File: src/rtl/snake_core_multi.sv
// Snake motion core: shift-register body, wall/wrap, reversal rejection, self-collision, growth, IDLE/RUN/DEAD.
// Latency: a RUN tick at cycle N commits at edge N+1; no backpressure, tick/start/eat_evt are one-cycle pulses.
module snake_core_multi #(
    parameter int CELL          = 10,
    parameter int GRID_W        = 64,
    parameter int GRID_H        = 48,
    parameter int MAX_LEN       = 32,
    parameter int INIT_LEN      = 2,
    parameter int GROW_PER_FOOD = 1,
    parameter int WRAP_MODE     = 0,
    parameter int START_X       = 310,
    parameter int START_Y       = 230
) (
    input  logic                   clk_pix,
    input  logic                   reset,
    input  logic                   tick,
    input  logic                   start,
    input  logic [1:0]             dir,
    input  logic                   eat_evt,
    output logic [9:0]             head_x,
    output logic [8:0]             head_y,
    output logic [7:0]             length,
    output logic                   alive,
    output logic                   game_over,
    output logic                   step,
    output logic [MAX_LEN*10-1:0]  body_bus_x,
    output logic [MAX_LEN*9-1:0]   body_bus_y
);
    localparam int BX = CELL;
    localparam int BY = CELL;
    localparam int MX = (GRID_W - 2) * CELL;
    localparam int MY = (GRID_H - 2) * CELL;
    localparam int IW = (MAX_LEN > 1) ? $clog2(MAX_LEN) : 1;

    localparam logic [1:0] D_UP = 2'd0, D_LEFT = 2'd1, D_DOWN = 2'd2, D_RIGHT = 2'd3;

    typedef enum logic [1:0] {S_IDLE, S_RUN, S_DEAD} state_t;

    state_t      state_q, state_d;
    logic [9:0]  seg_x_q [MAX_LEN];
    logic [9:0]  seg_x_d [MAX_LEN];
    logic [8:0]  seg_y_q [MAX_LEN];
    logic [8:0]  seg_y_d [MAX_LEN];
    logic [7:0]  len_q, len_d;
    logic [1:0]  dir_q, dir_d;
    logic [3:0]  pend_q, pend_d;
    logic        go_q, go_d;
    logic        step_q, step_d;

    logic [1:0]  eff_dir;
    logic [9:0]  nx;
    logic [8:0]  ny;
    logic        wall, hit, grow, collide, move, dead_evt, restart;
    logic [4:0]  pend_eff;
    logic [7:0]  new_len;
    logic [IW-1:0] tidx;
    int          hx, hy;

    function automatic logic [9:0] init_x(input int i);
        int k;
        k = (i < INIT_LEN) ? i : INIT_LEN - 1;
        return 10'(START_X - k * CELL);
    endfunction

    function automatic logic [3:0] sat15(input logic [4:0] v);
        return (v > 5'd15) ? 4'd15 : v[3:0];
    endfunction

    always_comb begin
        eff_dir = (dir == (dir_q ^ 2'd2)) ? dir_q : dir;
        hx      = int'(seg_x_q[0]);
        hy      = int'(seg_y_q[0]);
        nx      = seg_x_q[0];
        ny      = seg_y_q[0];
        wall    = 1'b0;
        case (eff_dir)
            D_UP: begin
                if (hy - CELL < BY) begin
                    if (WRAP_MODE != 0) ny = 9'(MY);
                    else                wall = 1'b1;
                end else ny = 9'(hy - CELL);
            end
            D_LEFT: begin
                if (hx - CELL < BX) begin
                    if (WRAP_MODE != 0) nx = 10'(MX);
                    else                wall = 1'b1;
                end else nx = 10'(hx - CELL);
            end
            D_DOWN: begin
                if (hy + CELL > MY) begin
                    if (WRAP_MODE != 0) ny = 9'(BY);
                    else                wall = 1'b1;
                end else ny = 9'(hy + CELL);
            end
            D_RIGHT: begin
                if (hx + CELL > MX) begin
                    if (WRAP_MODE != 0) nx = 10'(BX);
                    else                wall = 1'b1;
                end else nx = 10'(hx + CELL);
            end
        endcase
    end

    always_comb begin
        pend_eff = {1'b0, pend_q} + (eat_evt ? 5'(GROW_PER_FOOD) : 5'd0);
        grow     = (pend_eff != 5'd0) && (len_q < 8'(MAX_LEN));
        new_len  = grow ? len_q + 8'd1 : len_q;
        tidx     = IW'(new_len - 8'd2);
        // The tail slot only counts as an obstacle when it stays put, i.e. on a growing tick.
        hit = 1'b0;
        for (int i = 1; i < MAX_LEN; i++) begin
            if (8'(i) < len_q && (grow || 8'(i) != len_q - 8'd1) &&
                seg_x_q[i] == nx && seg_y_q[i] == ny)
                hit = 1'b1;
        end
        collide  = wall | hit;
        move     = (state_q == S_RUN) && tick && !collide;
        dead_evt = (state_q == S_RUN) && tick && collide;
        restart  = (state_q == S_DEAD) && start;
    end

    always_comb begin
        state_d = state_q;
        case (state_q)
            S_IDLE:  if (start)            state_d = S_RUN;
            S_RUN:   if (tick && collide)  state_d = S_DEAD;
            S_DEAD:  if (start)            state_d = S_RUN;
            default:                       state_d = S_IDLE;
        endcase
    end

    always_comb begin
        seg_x_d = seg_x_q;
        seg_y_d = seg_y_q;
        len_d   = len_q;
        dir_d   = dir_q;
        pend_d  = pend_q;
        step_d  = move;
        go_d    = dead_evt;
        if (restart) begin
            for (int i = 0; i < MAX_LEN; i++) begin
                seg_x_d[i] = init_x(i);
                seg_y_d[i] = 9'(START_Y);
            end
            len_d  = 8'(INIT_LEN);
            dir_d  = D_RIGHT;
            pend_d = 4'd0;
        end else if (move) begin
            seg_x_d[0] = nx;
            seg_y_d[0] = ny;
            // Slots at or beyond the new length all collapse onto the new tail.
            for (int i = 1; i < MAX_LEN; i++) begin
                seg_x_d[i] = (8'(i) < new_len) ? seg_x_q[i-1] : seg_x_q[tidx];
                seg_y_d[i] = (8'(i) < new_len) ? seg_y_q[i-1] : seg_y_q[tidx];
            end
            len_d  = new_len;
            dir_d  = eff_dir;
            pend_d = grow ? sat15(pend_eff - 5'd1) : 4'd0;
        end else if (state_q == S_RUN && !tick && eat_evt) begin
            pend_d = sat15(pend_eff);
        end
    end

    always_ff @(posedge clk_pix or posedge reset) begin
        if (reset) begin
            state_q <= S_IDLE;
            for (int i = 0; i < MAX_LEN; i++) begin
                seg_x_q[i] <= init_x(i);
                seg_y_q[i] <= 9'(START_Y);
            end
            len_q  <= 8'(INIT_LEN);
            dir_q  <= D_RIGHT;
            pend_q <= 4'd0;
            go_q   <= 1'b0;
            step_q <= 1'b0;
        end else begin
            state_q <= state_d;
            seg_x_q <= seg_x_d;
            seg_y_q <= seg_y_d;
            len_q   <= len_d;
            dir_q   <= dir_d;
            pend_q  <= pend_d;
            go_q    <= go_d;
            step_q  <= step_d;
        end
    end

    always_comb begin
        alive = (state_q == S_RUN);
    end

    assign head_x    = seg_x_q[0];
    assign head_y    = seg_y_q[0];
    assign length    = len_q;
    assign game_over = go_q;
    assign step      = step_q;

    for (genvar g = 0; g < MAX_LEN; g++) begin : g_bus
        assign body_bus_x[(MAX_LEN-1-g)*10 +: 10] = seg_x_q[g];
        assign body_bus_y[(MAX_LEN-1-g)*9  +: 9]  = seg_y_q[g];
    end
endmodule

File: config.mk
export PLATFORM = sky130hd
export DESIGN_NAME = snake_core_multi
export DESIGN_NICKNAME = d
export VERILOG_FILES = /design/src/rtl/snake_core_multi.sv
export SDC_FILE = /design/constraint.sdc
export NUM_CORES = 2
export LEC_CHECK = 0
export ABC_AREA = 1
export CORE_MARGIN = 5
export CORE_UTILIZATION = 34
export CTS_CLUSTER_SIZE = 12
export DETAILED_ROUTE_END_ITERATION = 7
export PLACE_DENSITY = 0.61
export SKIP_CTS_REPAIR_TIMING = 1
export SLEW_MARGIN = 20
export SYNTH_ARGS = -nofsm -noshare
export SYNTH_HDL_FRONTEND = slang
export SYNTH_SLANG_ARGS = --single-unit
File: constraint.sdc
create_clock -name clk_pix -period 21.7 [get_ports clk_pix]
set_input_delay 4.34 -clock clk_pix [delete_from_list [all_inputs] [get_ports clk_pix]]
set_output_delay 4.34 -clock clk_pix [all_outputs]
set_load 0.05 [all_outputs]
==> impl_metrics.csv <==
group,metric,value,unit
run_status,status,"finished, violations left",
run_status,violations,"DRC",
detailed_routing,wl_per_cell,40.5,µm
timing,final.setup_skew,38.3,ps
clocking,clk_path_buf_depth,3,
global_route,antenna_found_initial,55,
synth,synthTopCellsByArea,"dfrtp_1, dfstp_2, nand2_1, o21ai_0, inv_1",
timing,clock.fmax,0.0798,GHz
detailed_routing,drc,16,
global_route,grt_pass1_vias,54100,
detailed_routing,wl_met2,148000,µm
place,port_buffers,640,
timing,slew_headroom,0.0800,
min_path,hold_class,"reg2reg",
final_layout,syn_to_final_growth,21.9,%
critical_path,r2r_cells,28,
clocking,clk_latency,730,ps
final_layout,nets,7533,
detailed_routing,highest_layer,"met5",
floorplanning,coreArea,136000,µm²
detailed_routing,vias,61100,
timing,fin_crit_sh,0.577,
clocking,cts_tree,"done",
timing,slew_viol_final,0,
detailed_routing,first_pass_iters,8,
clocking,clkSlewWorstSetupHoldPaths,60,ps
synth,yosys_warnings,0,
floorplanning,num_io_pins,645,
floorplanning,start_util,0.343,
critical_path,cp_slowest_cell,"a31oi_1",
floorplanning,die_y,380,µm
global_route,grt_overflow_total,0,
synth,yosys.cell_types.count,49,
synth,synth.top_cell.area_share,0.179,
critical_path,path_class,"in2reg",
detailed_routing,wl_met3,57100,µm
clocking,numCtsBuffers,79,
critical_path,end_kind,"flip-flop",
detailed_routing,routed_via_density,6.51,
final_layout,stdcell_count,9385,
place,dp.final_hpwl,283000,µm
timing,setup_violations,0,
final_layout,drive_above_1_share,0.0909,
critical_path,required,22250,ps
floorplanning,die_x,380,µm
critical_path,crit_fanout,174,
clocking,numClockSinks,624,
synth,ys_ff_latch,624,
critical_path,start_kind,"input pin",
synth,synth-main-ff-cell,"dfrtp_1",
timing,setup_tns,0,ps
run,cap_violations,0,
critical_path,cp.arrival,13080,ps
detailed_routing,wl_met1,143000,µm
synth,yosysSeqAreaShare,0.344,
synth,syn_avg_cell_area,6.48,µm²
timing,tightest_slew,1380,ps
synth,yosysTopAreaCell,"dfrtp_1",
timing,hold_viol_final,0,
floorplanning,num_rows,135,
critical_path,cp.depth,25,
place,place_congestion,1.15,
synth,async_flop_share,1.00,
detailed_routing,drt_wl_total,380000,µm
synth,yosys-top-cells-count,"nand2_1, o21ai_0, inv_1, nor2_1, o22ai_1",
synth,synth_edf_count,0,
clocking,cts-root-buf,"clkbuf_16",
synth,synthCells,7171,
global_route,grt_pass1_wl,499000,µm
critical_path,crit_buf_inv,6,
detailed_routing,drtIter0Drc,11600,
clocking,htree_levels,3,
synth,post-synth-top-count-cell,"nand2_1",
synth,syn_area,46500,µm²
global_route,track_usage,0.500,
critical_path,path_delay_family,"buffers and inverters",
global_route,grt_max_degree,175,
detailed_routing,antenna_left,0,
place,place_inst,9207,
critical_path,worst_path_most_repeated_cell,"nand2_1",
floorplanning,dieArea,144000,µm²
timing,fin_crit,12530,ps
critical_path,slowest_delay,1120,ps
timing,rsz0062_at_grt,"false",
min_path,hold_depth,2,
==> per-stage QoR <==
step	hold slack, ps	cell area (µm²)	worst slack [ps]	util
after detailed placement	503	53900	9270	0.397
after floorplan	476	46500	368	-
final	533	56600	9170	0.418
after CTS	522	56500	10030	0.417
after global routing	550	56600	9250	0.417
after global placement	499	53900	9280	0.397
==> worst paths after layout <==
path	start	end	slack, ps
min in group asynchronous	reset	body_bus_y[197]	4290
hold / removal	pend_q[0]	pend_q[0]	530
max in group asynchronous	reset	body_bus_y[209]	14090
setup / recovery	eat_evt	body_bus_y[99]	9170
hold reg to reg	pend_q[0]	pend_q[0]	530
setup reg to reg	head_y[3]	body_bus_y[99]	12430
==> layer usage <==
metal,vias to the layer above,track usage
li1,24400,-
met1,29600,0.629
met2,5765,0.684
met3,1321,0.224
met4,37,0.331
met5,-,0.000673
==> tightest hold or removal path, delay by kind of cell, from the launching register on <==
| family | cells | cell delay (ps) |
|---|---|---|
| AND/OR/NAND/NOR | 2 | 150 |
| flip-flops | 1 | 360 |
==> sequential cells by signal, summed over array words and instances, names as in the netlist <==
signal / cells
head_y: 8
game_over: 1
head_x: 9
dir_q: 2
step: 1
body_bus_y: 279
pend_q: 4
state_q: 2
length: 8
body_bus_x: 310
==> area by class of cell <==
cell class	count	area [µm²]
Clock inverter	31	309
Clock buffer	114	2320
Fill cell	14400	79000
Timing Repair Buffer	793	7590
Antenna cell	33	82.6
Tap cell	1781	2230
Multi-Input combinational cell	5098	24700
Sequential cell	624	16000
Inverter	911	3440
==> cell families (layout without fill, tap and decap cells) <==
kind of cell / count (synthesis) / count (layout) / share of synthesized area
adders and majority gates: 19 / 19 / 0.00512
other: 1 / 37 / 0.0000807
and+or+nand+nor: 3089 / 3089 / 0.272
buffers and inverters: 1452 / 1849 / 0.130
AOI/OAI and AO/OA: 1904 / 1904 / 0.234
DFF: 624 / 624 / 0.344
xor gates and xnor gates: 82 / 82 / 0.0156
==> cell usage in the layout (no fill, tap or decap), drive strengths merged <==
cell type,instances
a22oi,3
o211ai,75
clkdlybuf4s50,640
a31oi,26
xnor2,6
dfstp,292
nand4,57
o221ai,105
xor2,76
bufinv,4
nand2,1924
dfrtp,332
clkbuf,114
nor2,595
a21oi,92
nor3,23
nor3b,1
or2,11
o311ai,20
clkinvlp,4
clkinv,31
and2,1
diode,33
o22ai,470
a31o,1
nor2b,1
o31ai,1
a21boi,1
nand3b,40
inv,903
ha,19
buf,153
a2111oi,2
o21ai,1101
conb,4
nand3,436
o2111ai,7
Power is left out: the tool's default activity adds up to more than one toggle a clock period on the data nets, which glitch-free logic cannot reach.
